File: src/rtl/pr_pkg.sv
// Shared defaults and the wrap-safe age comparison for the pr_elastic pipeline register.
package pr_pkg;

   localparam int PR_WIDTH_DEF = 64;
   localparam int PR_DEPTH_DEF = 2;
   localparam int PR_TAG_W_DEF = 6;

   // Ages are distances from the active-list head, so the compare survives id wrap (tag_w <= 32).
   function automatic logic pr_younger(input logic [31:0] tag,
                                       input logic [31:0] ref_tag,
                                       input logic [31:0] head,
                                       input int          tag_w);
      logic [31:0] mask;
      logic [31:0] age_a;
      logic [31:0] age_b;
      mask  = (tag_w >= 32) ? '1 : ((32'd1 << tag_w) - 32'd1);
      age_a = (tag - head) & mask;
      age_b = (ref_tag - head) & mask;
      return age_a > age_b;
   endfunction

endpackage

File: src/rtl/pr_skid_buffer.sv
// Two-entry skid buffer ahead of stage 0 with a registered up_ready; exists only when PR_SKID_EN is defined.
`ifdef PR_SKID_EN
module pr_skid_buffer
   import pr_pkg::*;
#(
   parameter int WIDTH = PR_WIDTH_DEF,
   parameter int TAG_W = PR_TAG_W_DEF
)(
   input  logic             clk,
   input  logic             rst,
   input  logic             up_valid,
   output logic             up_ready,
   input  logic [WIDTH-1:0] up_data,
   input  logic [TAG_W-1:0] up_tag,
   output logic             dn_valid,
   input  logic             dn_ready,
   output logic [WIDTH-1:0] dn_data,
   output logic [TAG_W-1:0] dn_tag,
   input  logic             flush,
   input  logic             squash_valid,
   input  logic [TAG_W-1:0] squash_tag,
   input  logic [TAG_W-1:0] al_head,
   output logic [1:0]       cnt_next
);

   typedef struct packed {
      logic             valid;
      logic [TAG_W-1:0] tag;
      logic [WIDTH-1:0] data;
   } pr_entry_t;

   pr_entry_t s0_q, s1_q, s0_d, s1_d, in_e;
   logic      keep0, keep1, take, bypass;

   function automatic logic is_killed(input logic [TAG_W-1:0] t);
      return flush | (squash_valid & pr_younger(32'(t), 32'(squash_tag), 32'(al_head), TAG_W));
   endfunction

   // Slots stay compacted (s1 valid implies s0 valid), so a full buffer is just s1 valid.
   assign up_ready = ~s1_q.valid;
   assign dn_valid = s0_q.valid | up_valid;
   assign dn_data  = s0_q.valid ? s0_q.data : up_data;
   assign dn_tag   = s0_q.valid ? s0_q.tag  : up_tag;
   assign in_e     = '{valid: 1'b1, tag: up_tag, data: up_data};

   always_comb begin
      bypass = ~s0_q.valid & dn_ready;
      keep0  = s0_q.valid & ~dn_ready & ~is_killed(s0_q.tag);
      keep1  = s1_q.valid & ~is_killed(s1_q.tag);
      take   = up_valid & up_ready & ~bypass & ~is_killed(up_tag);
      // NOTE: every always_comb output gets a default first so no path leaves it unassigned (no latch).
      s0_d       = s0_q;
      s1_d       = s1_q;
      s0_d.valid = 1'b0;
      s1_d.valid = 1'b0;
      if (keep0) begin
         s0_d = s0_q;
         if (keep1)     s1_d = s1_q;
         else if (take) s1_d = in_e;
      end else if (keep1) begin
         s0_d = s1_q;
         if (take) s1_d = in_e;
      end else if (take) begin
         s0_d = in_e;
      end
      cnt_next = {1'b0, s0_d.valid} + {1'b0, s1_d.valid};
   end

   always_ff @(posedge clk or posedge rst) begin
      if (rst) begin
         s0_q <= '0;
         s1_q <= '0;
      end else begin
         s0_q <= s0_d;
         s1_q <= s1_d;
      end
   end

endmodule
`endif

File: src/rtl/pr_elastic.sv
// DEPTH-deep elastic valid/ready register with bubble collapsing, flush and age-based squash.
// Define PR_SKID_EN to add a 2-entry skid buffer that registers in_ready.
module pr_elastic
   import pr_pkg::*;
#(
   parameter int WIDTH = PR_WIDTH_DEF,
   parameter int DEPTH = PR_DEPTH_DEF,
   parameter int TAG_W = PR_TAG_W_DEF,
`ifdef PR_SKID_EN
   localparam int CAP = DEPTH + 2,
`else
   localparam int CAP = DEPTH,
`endif
   localparam int OCC_W = $clog2(CAP + 1)
)(
   input  logic             clk,
   input  logic             rst,
   input  logic             in_valid,
   output logic             in_ready,
   input  logic [WIDTH-1:0] in_data,
   input  logic [TAG_W-1:0] in_tag,
   output logic             out_valid,
   input  logic             out_ready,
   output logic [WIDTH-1:0] out_data,
   output logic [TAG_W-1:0] out_tag,
   input  logic             flush,
   input  logic             squash_valid,
   input  logic [TAG_W-1:0] squash_tag,
   input  logic [TAG_W-1:0] al_head,
   output logic [OCC_W-1:0] occupancy
);

   typedef struct packed {
      logic             valid;
      logic [TAG_W-1:0] tag;
      logic [WIDTH-1:0] data;
   } pr_entry_t;

   pr_entry_t        stg_q [DEPTH];
   pr_entry_t        stg_d [DEPTH];
   pr_entry_t        src   [DEPTH];
   pr_entry_t        fe_e;
   logic [DEPTH-1:0] load;
   logic             fe_valid;
   logic [WIDTH-1:0] fe_data;
   logic [TAG_W-1:0] fe_tag;
   logic [1:0]       skid_cnt_d;
   logic [OCC_W-1:0] occ_d, occ_q;

   function automatic logic is_killed(input logic [TAG_W-1:0] t);
      return flush | (squash_valid & pr_younger(32'(t), 32'(squash_tag), 32'(al_head), TAG_W));
   endfunction

`ifdef PR_SKID_EN
   pr_skid_buffer #(.WIDTH(WIDTH), .TAG_W(TAG_W)) u_skid (
      .clk          (clk),
      .rst          (rst),
      .up_valid     (in_valid),
      .up_ready     (in_ready),
      .up_data      (in_data),
      .up_tag       (in_tag),
      .dn_valid     (fe_valid),
      .dn_ready     (load[0]),
      .dn_data      (fe_data),
      .dn_tag       (fe_tag),
      .flush        (flush),
      .squash_valid (squash_valid),
      .squash_tag   (squash_tag),
      .al_head      (al_head),
      .cnt_next     (skid_cnt_d)
   );
`else
   assign fe_valid   = in_valid;
   assign fe_data    = in_data;
   assign fe_tag     = in_tag;
   assign in_ready   = load[0];
   assign skid_cnt_d = 2'd0;
`endif

   assign fe_e = '{valid: fe_valid, tag: fe_tag, data: fe_data};

   // A stage loads when it is empty or its successor takes its entry; this collapses bubbles.
   always_comb begin
      logic chain;
      chain = out_ready;
      for (int k = DEPTH - 1; k >= 0; k--) begin
         chain   = ~stg_q[k].valid | chain;
         load[k] = chain;
      end
   end

   always_comb begin
      src[0] = fe_e;
      for (int k = 1; k < DEPTH; k++) src[k] = stg_q[k-1];
      occ_d = OCC_W'(skid_cnt_d);
      for (int k = 0; k < DEPTH; k++) begin
         stg_d[k] = stg_q[k];
         if (load[k]) begin
            stg_d[k].valid = src[k].valid & ~is_killed(src[k].tag);
            if (src[k].valid) begin
               stg_d[k].tag  = src[k].tag;
               stg_d[k].data = src[k].data;
            end
         end else begin
            stg_d[k].valid = stg_q[k].valid & ~is_killed(stg_q[k].tag);
         end
         occ_d = occ_d + OCC_W'(stg_d[k].valid);
      end
   end

   always_ff @(posedge clk or posedge rst) begin
      if (rst) begin
         // NOTE: payload is reset along with valid so out_data/out_tag read 0 out of reset.
         stg_q <= '{default: '0};
         occ_q <= '0;
      end else begin
         // NOTE: state uses non-blocking assignments so every stage samples pre-edge values.
         stg_q <= stg_d;
         occ_q <= occ_d;
      end
   end

   assign out_valid = stg_q[DEPTH-1].valid & ~is_killed(stg_q[DEPTH-1].tag);
   assign out_data  = stg_q[DEPTH-1].data;
   assign out_tag   = stg_q[DEPTH-1].tag;
   assign occupancy = occ_q;

endmodule

File: config.mk
export PLATFORM = sky130hd
export DESIGN_NAME = pr_elastic
export DESIGN_NICKNAME = d
export VERILOG_FILES = /design/src/rtl/pr_pkg.sv /design/src/rtl/pr_skid_buffer.sv /design/src/rtl/pr_elastic.sv
export SDC_FILE = /design/constraint.sdc
export NUM_CORES = 1
export LEC_CHECK = 0
export CAP_MARGIN = 20
export CORE_MARGIN = 5
export CORE_UTILIZATION = 46
export DETAILED_ROUTE_END_ITERATION = 8
export GPL_TIMING_DRIVEN = 0
export PLACE_DENSITY = 0.79
export SLEW_MARGIN = 30
export SYNTH_ARGS = -nofsm -noshare
export SYNTH_HDL_FRONTEND = slang
export SYNTH_SLANG_ARGS = --single-unit
File: constraint.sdc
create_clock -name clk -period 4.75 [get_ports clk]
set_input_delay 0.95 -clock clk [delete_from_list [all_inputs] [get_ports clk]]
set_output_delay 0.95 -clock clk [all_outputs]
set_load 0.02 [all_outputs]
; After elaboration in Yosys (flattened, before gate mapping)
; Cells that the tools add are included.
[totals]
inputBits = 88
wordCells = 35
register_bits = 144
output_inout_bits = 74
[classes]
addsub = 5
n_reduce_logical = 2
order_cmp = 3
mux = 2
n_bitwise = 16
[ops]
columns = op, count
row1 = $sub A6 B6 Y6, 4
row2 = $gt A6 B6 Y1, 3
row3 = $and A1 B1 Y1, 6
row4 = $not A1 Y1, 5
row5 = $or A1 B1 Y1, 5
row6 = $reduce_and A2 Y1, 2
row7 = $add A1 B1 Y2, 1
row8 = $mux W1, 2

; Depth between registers and ports, before layout
[depth]
word_depth = 8
ltp_mapped = 15
depth_no_buf = 15

; Worst setup path after synthesis
; OpenSTA, ideal clock, no wires.
[synth_timing]
path_kind = input -> output
startpoint = input port al_head[1]
endpoint = output port out_valid
t_arrival_ns = 3.682
path_slack_ns = 0.118
cell_stages = 12
required_ns = 3.800
path_buffers = 0
path_cell_list = inv_1 > ha_1 > a21o_1 > a21o_1 > xnor2_1 > ha_1 > a21o_1 > a211oi_1 > nor4_1 > a211oi_1 > a211oi_2 > nor3b_1
[synth_via]
elab_chain_cells = 6
elab_cells_between_ends = 7
classes_between = add/sub: 2 / order compare: 1 / bitwise: 4
[synth_rtl]
columns = item, line_no
row1 = from (decl), pr_elastic.sv:29  ; input logic [TAG_W-1:0] al_head,
row2 = $sub A6 B6 Y6 (on tied branches), "pr_pkg.sv:17, pr_pkg.sv:18"
row3 = $gt A6 B6 Y1 (*), pr_pkg.sv:19  ; return age_a > age_b;
row4 = $and A1 B1 Y1 (*), pr_elastic.sv:51  ; return flush | (squash_valid & pr_younger(32'(t), 32'(squash_tag), 32'(al_head), TAG_W));
row5 = $or A1 B1 Y1 (*), pr_elastic.sv:51
row6 = $not A1 Y1 (*), pr_elastic.sv:123  ; assign out_valid = stg_q[DEPTH-1].valid & ~is_killed(stg_q[DEPTH-1].tag);
row7 = $and A1 B1 Y1 (*), pr_elastic.sv:123
row8 = to (decl), pr_elastic.sv:22  ; output logic out_valid,
; Every way passes the cells marked *; elsewhere a longest branch is shown, timed or not.

; Worst setup path in the final report
; Ends and elaborated chain as after synthesis.

==> flow_summary.toml <==
[run_status]
status = "complete, no violations"

[yosys]
yosys-top-cells-area = "dfrtp_1 (51%), mux2_2 (22%), buf_4 (7.4%)"
netlist_instances = 539
synth_top_cells_by_count = "dfrtp_1 (144), mux2_2 (138), buf_4 (70), ha_1 (34), inv_1 (24)"
synth_top_area_cell = "dfrtp_1"
synthMostInstantiatedCell = "dfrtp_1"
synth_cell_types = 40
ys_ff_latch = 144
avgSynthCellArea_um2 = 13.1
synth_top_area_frac = 0.508
synth_edf_count = 0
synthFlopType = "dfrtp_1"
ys_async_sr_fraction = 1.00
ys.warnings.count = 0
syn-num-nets = 665
syn-cell-area_um2 = 7090
seq_area_frac_synth = 0.508

[global_route]
grt_pass1_vias = 5249
grt_max_degree = 32
antenna_found_initial = 0
track_usage = 0.186
grt_pass1_wl_mm = 26.5
grt_overflow = 0

[clock_network]
cts_made_buffers = 17
cts_tree = "built"
cts_buffer_depth = 2
clockRootBuffer = "clkbuf_16"
clk_pin_slew_ns = 0.06
ctsHoldBuffers = 0
clk-insertion-delay-late_ns = 0.41
cts.sinks = 144
htree_num_levels = 4

[placed_design]
place_area_um2 = 9050
port_buffers = 161
dp_hpwl_mm = 12.1
pre_cts_ws_ns = -1.04
routabilityCongestion = 0.833

[setup_path]
arrival_ns = 3.74
startpoint_type = "primary input"
crit_path_end_kind = "output port"
r2r_slack_ns = 1.39
reg2reg_from = "src[65]"
crit_path_max_fanout = 3
crit_type = "primary input to output port"
ff2ff_path_depth = 12
worstPathRequired_ns = 3.80
worst_r2r_endpoint = "occupancy[0]"

[hold_path]
worstHoldPathCells = 1
hp-start = "src[10]"
hp-class = "flip-flop to flip-flop"
whs_endpoint = "src[10]"

[layout]
nNetsFinal = 855
layout-drive-gt1-share = 0.373
antenna_cells = 0
syn2layout_area_growth_pct = 37.7
final_area_um2 = 9760

[power_and_ir_drop]
power_leakage_nw = 4.33
powerDensity_nw_per_um2 = 544
ir_worst_vdd_v = 0.000366

[sta]
final-setup-viol-count = 0
hold_viol_final = 0
clock_skew_ns = 0.00630
relSlewSlack = 0.564
worst_slew_pin_slew_ns = 0.653
period_share = 0.986
finalCriticalPeriod_ns = 4.69
fin_ws_ns = 0.0648
drv_slew = 0
clock.fmax_mhz = 213

[floorplanning]
row_count = 45
initial_core_util = 0.468
die_h_um = 134
core-area_um2 = 15100
fp.dieW_um = 134
ios = 162
die-area_um2 = 18000

[drt]
wire_per_inst_um = 17.0
drt_wl_total_mm = 15.8
drcViolationCount = 0
route.vias.total = 4676
dr.first_iter.drc_count = 158
firstDrtPassIters = 4
antenna_left = 0
via_per_inst = 5.03

[flow_run]
cap_viol_max_count = 0
## what timing repair did
item / in CTS / in global routing
endpoints found under the hold margin: 0 / 0
setup buffers: 3 / 2
gates resized for setup: 22 / 8
pin swaps: 6 / 8
endpoints found under the setup margin: 1 / 1
## layer usage
layer / routed length, um / track usage / part of all wire
met5: 0 / 0 / 0
met4: 187 / 0.0452 / 0.012
met3: 1410 / 0.0803 / 0.089
met2: 7980 / 0.317 / 0.50
met1: 6270 / 0.218 / 0.40
## kinds of logic (layout without fill, tap and decap cells)
logic type	Yosys count	in the layout	share of synthesized area
buf+inv	108	311	0.0943
flops	144	144	0.508
fa+ha+maj	38	38	0.0713
mux	138	138	0.219
simple gates	39	39	0.0307
compound gates	53	53	0.0524
xor+xnor	19	19	0.0235
## worst max-delay path, cell delays in order
cell and delay (ns):
dlygate4sd2_1 0.24, clkinvlp_4 0.12, ha_1 0.28, a21o_1 0.18
a21o_1 0.21, xor2_1 0.16, ha_1 0.30, a21o_1 0.24
a211oi_2 0.07, nor4_2 0.31, a211oi_2 0.13, a211oi_2 0.31
nor3b_2 0.08, buf_4 0.16
## stage by stage
step | util | power [W] | std cells | hold slack (ns) | setup TNS (ns)
after floorplan | - | 0.00313 | 539 | 0.473 | 0
after global placement | 0.590 | 0.00390 | 888 | 0.482 | -0.966
after detailed placement | 0.598 | 0.00398 | 893 | 0.489 | -1.15
after CTS | 0.641 | 0.00532 | 928 | 0.504 | 0
after global routing | 0.645 | 0.00562 | 930 | 0.513 | -0.0292
final | 0.645 | 0.00531 | 930 | 0.501 | 0
## state kept, by name (all words and copies together) (netlist names)
| name | cells |
|---|---|
| out_data | 64 |
| out_tag | 6 |
| stg_q | 1 |
| occupancy | 2 |
| src | 71 |
## report_power, final
part | internal (W) | total, W | switching (W)
clock network | 0.000701 | 0.00125 | 0.000551
logic | 0.00133 | 0.00232 | 0.000991
registers | 0.00156 | 0.00174 | 0.000185
total | 0.00358 | 0.00531 | 0.00173
## final cells by class
type                            instances  area [um2]
Multi-Input combinational cell        287        2920
Fill cell                            1130        5380
Sequential cell                       144        3600
Tap cell                              188         235
Timing Repair Buffer                  171        1760
Inverter                               24         100
Clock buffer                           18         439
Clock inverter                         14         126
Buffer                                 84         578
## worst max-delay path by stage
stage / from / end / cells past startpoint
floorplan: al_head[1] / out_valid / 12
global placement: al_head[1] / out_valid / 14
detailed placement: al_head[1] / out_valid / 14
CTS: al_head[1] / out_valid / 14
global route: al_head[3] / out_valid / 12
finish: al_head[1] / out_valid / 14
## layout by cell type (no fill, tap or decap), types with 2 or more instances in the layout
cell	synthesis	layout
dfrtp_1	144	144
clkbuf_16	0	17
inv_6	0	5
a21o_2	2	2
buf_16	0	2
nor2b_1	2	2
xor2_1	5	5
inv_1	24	21
o21bai_1	2	2
ha_1	34	31
clkinvlp_4	0	3
buf_1	3	3
a21o_1	10	10
nand2_1	15	15
inv_8	0	2
clkinv_4	0	3
o211a_1	2	2
a21oi_4	0	2
nand3_1	7	6
fa_1	4	3
o21ai_0	4	4
clkbuf_1	11	11
o41ai_1	2	2
a211oi_1	5	3
xnor2_1	14	12
buf_12	0	3
clkinv_2	0	2
xnor2_2	0	2
o22ai_1	3	3
buf_4	70	76
a21oi_1	16	15
mux2_2	138	138
or4_1	2	2
ha_4	0	2
a211oi_2	1	3
clkdlybuf4s50_1	0	155
dlygate4sd2_1	0	4
and3_1	3	3
Power figures use the tool's default switching activity.
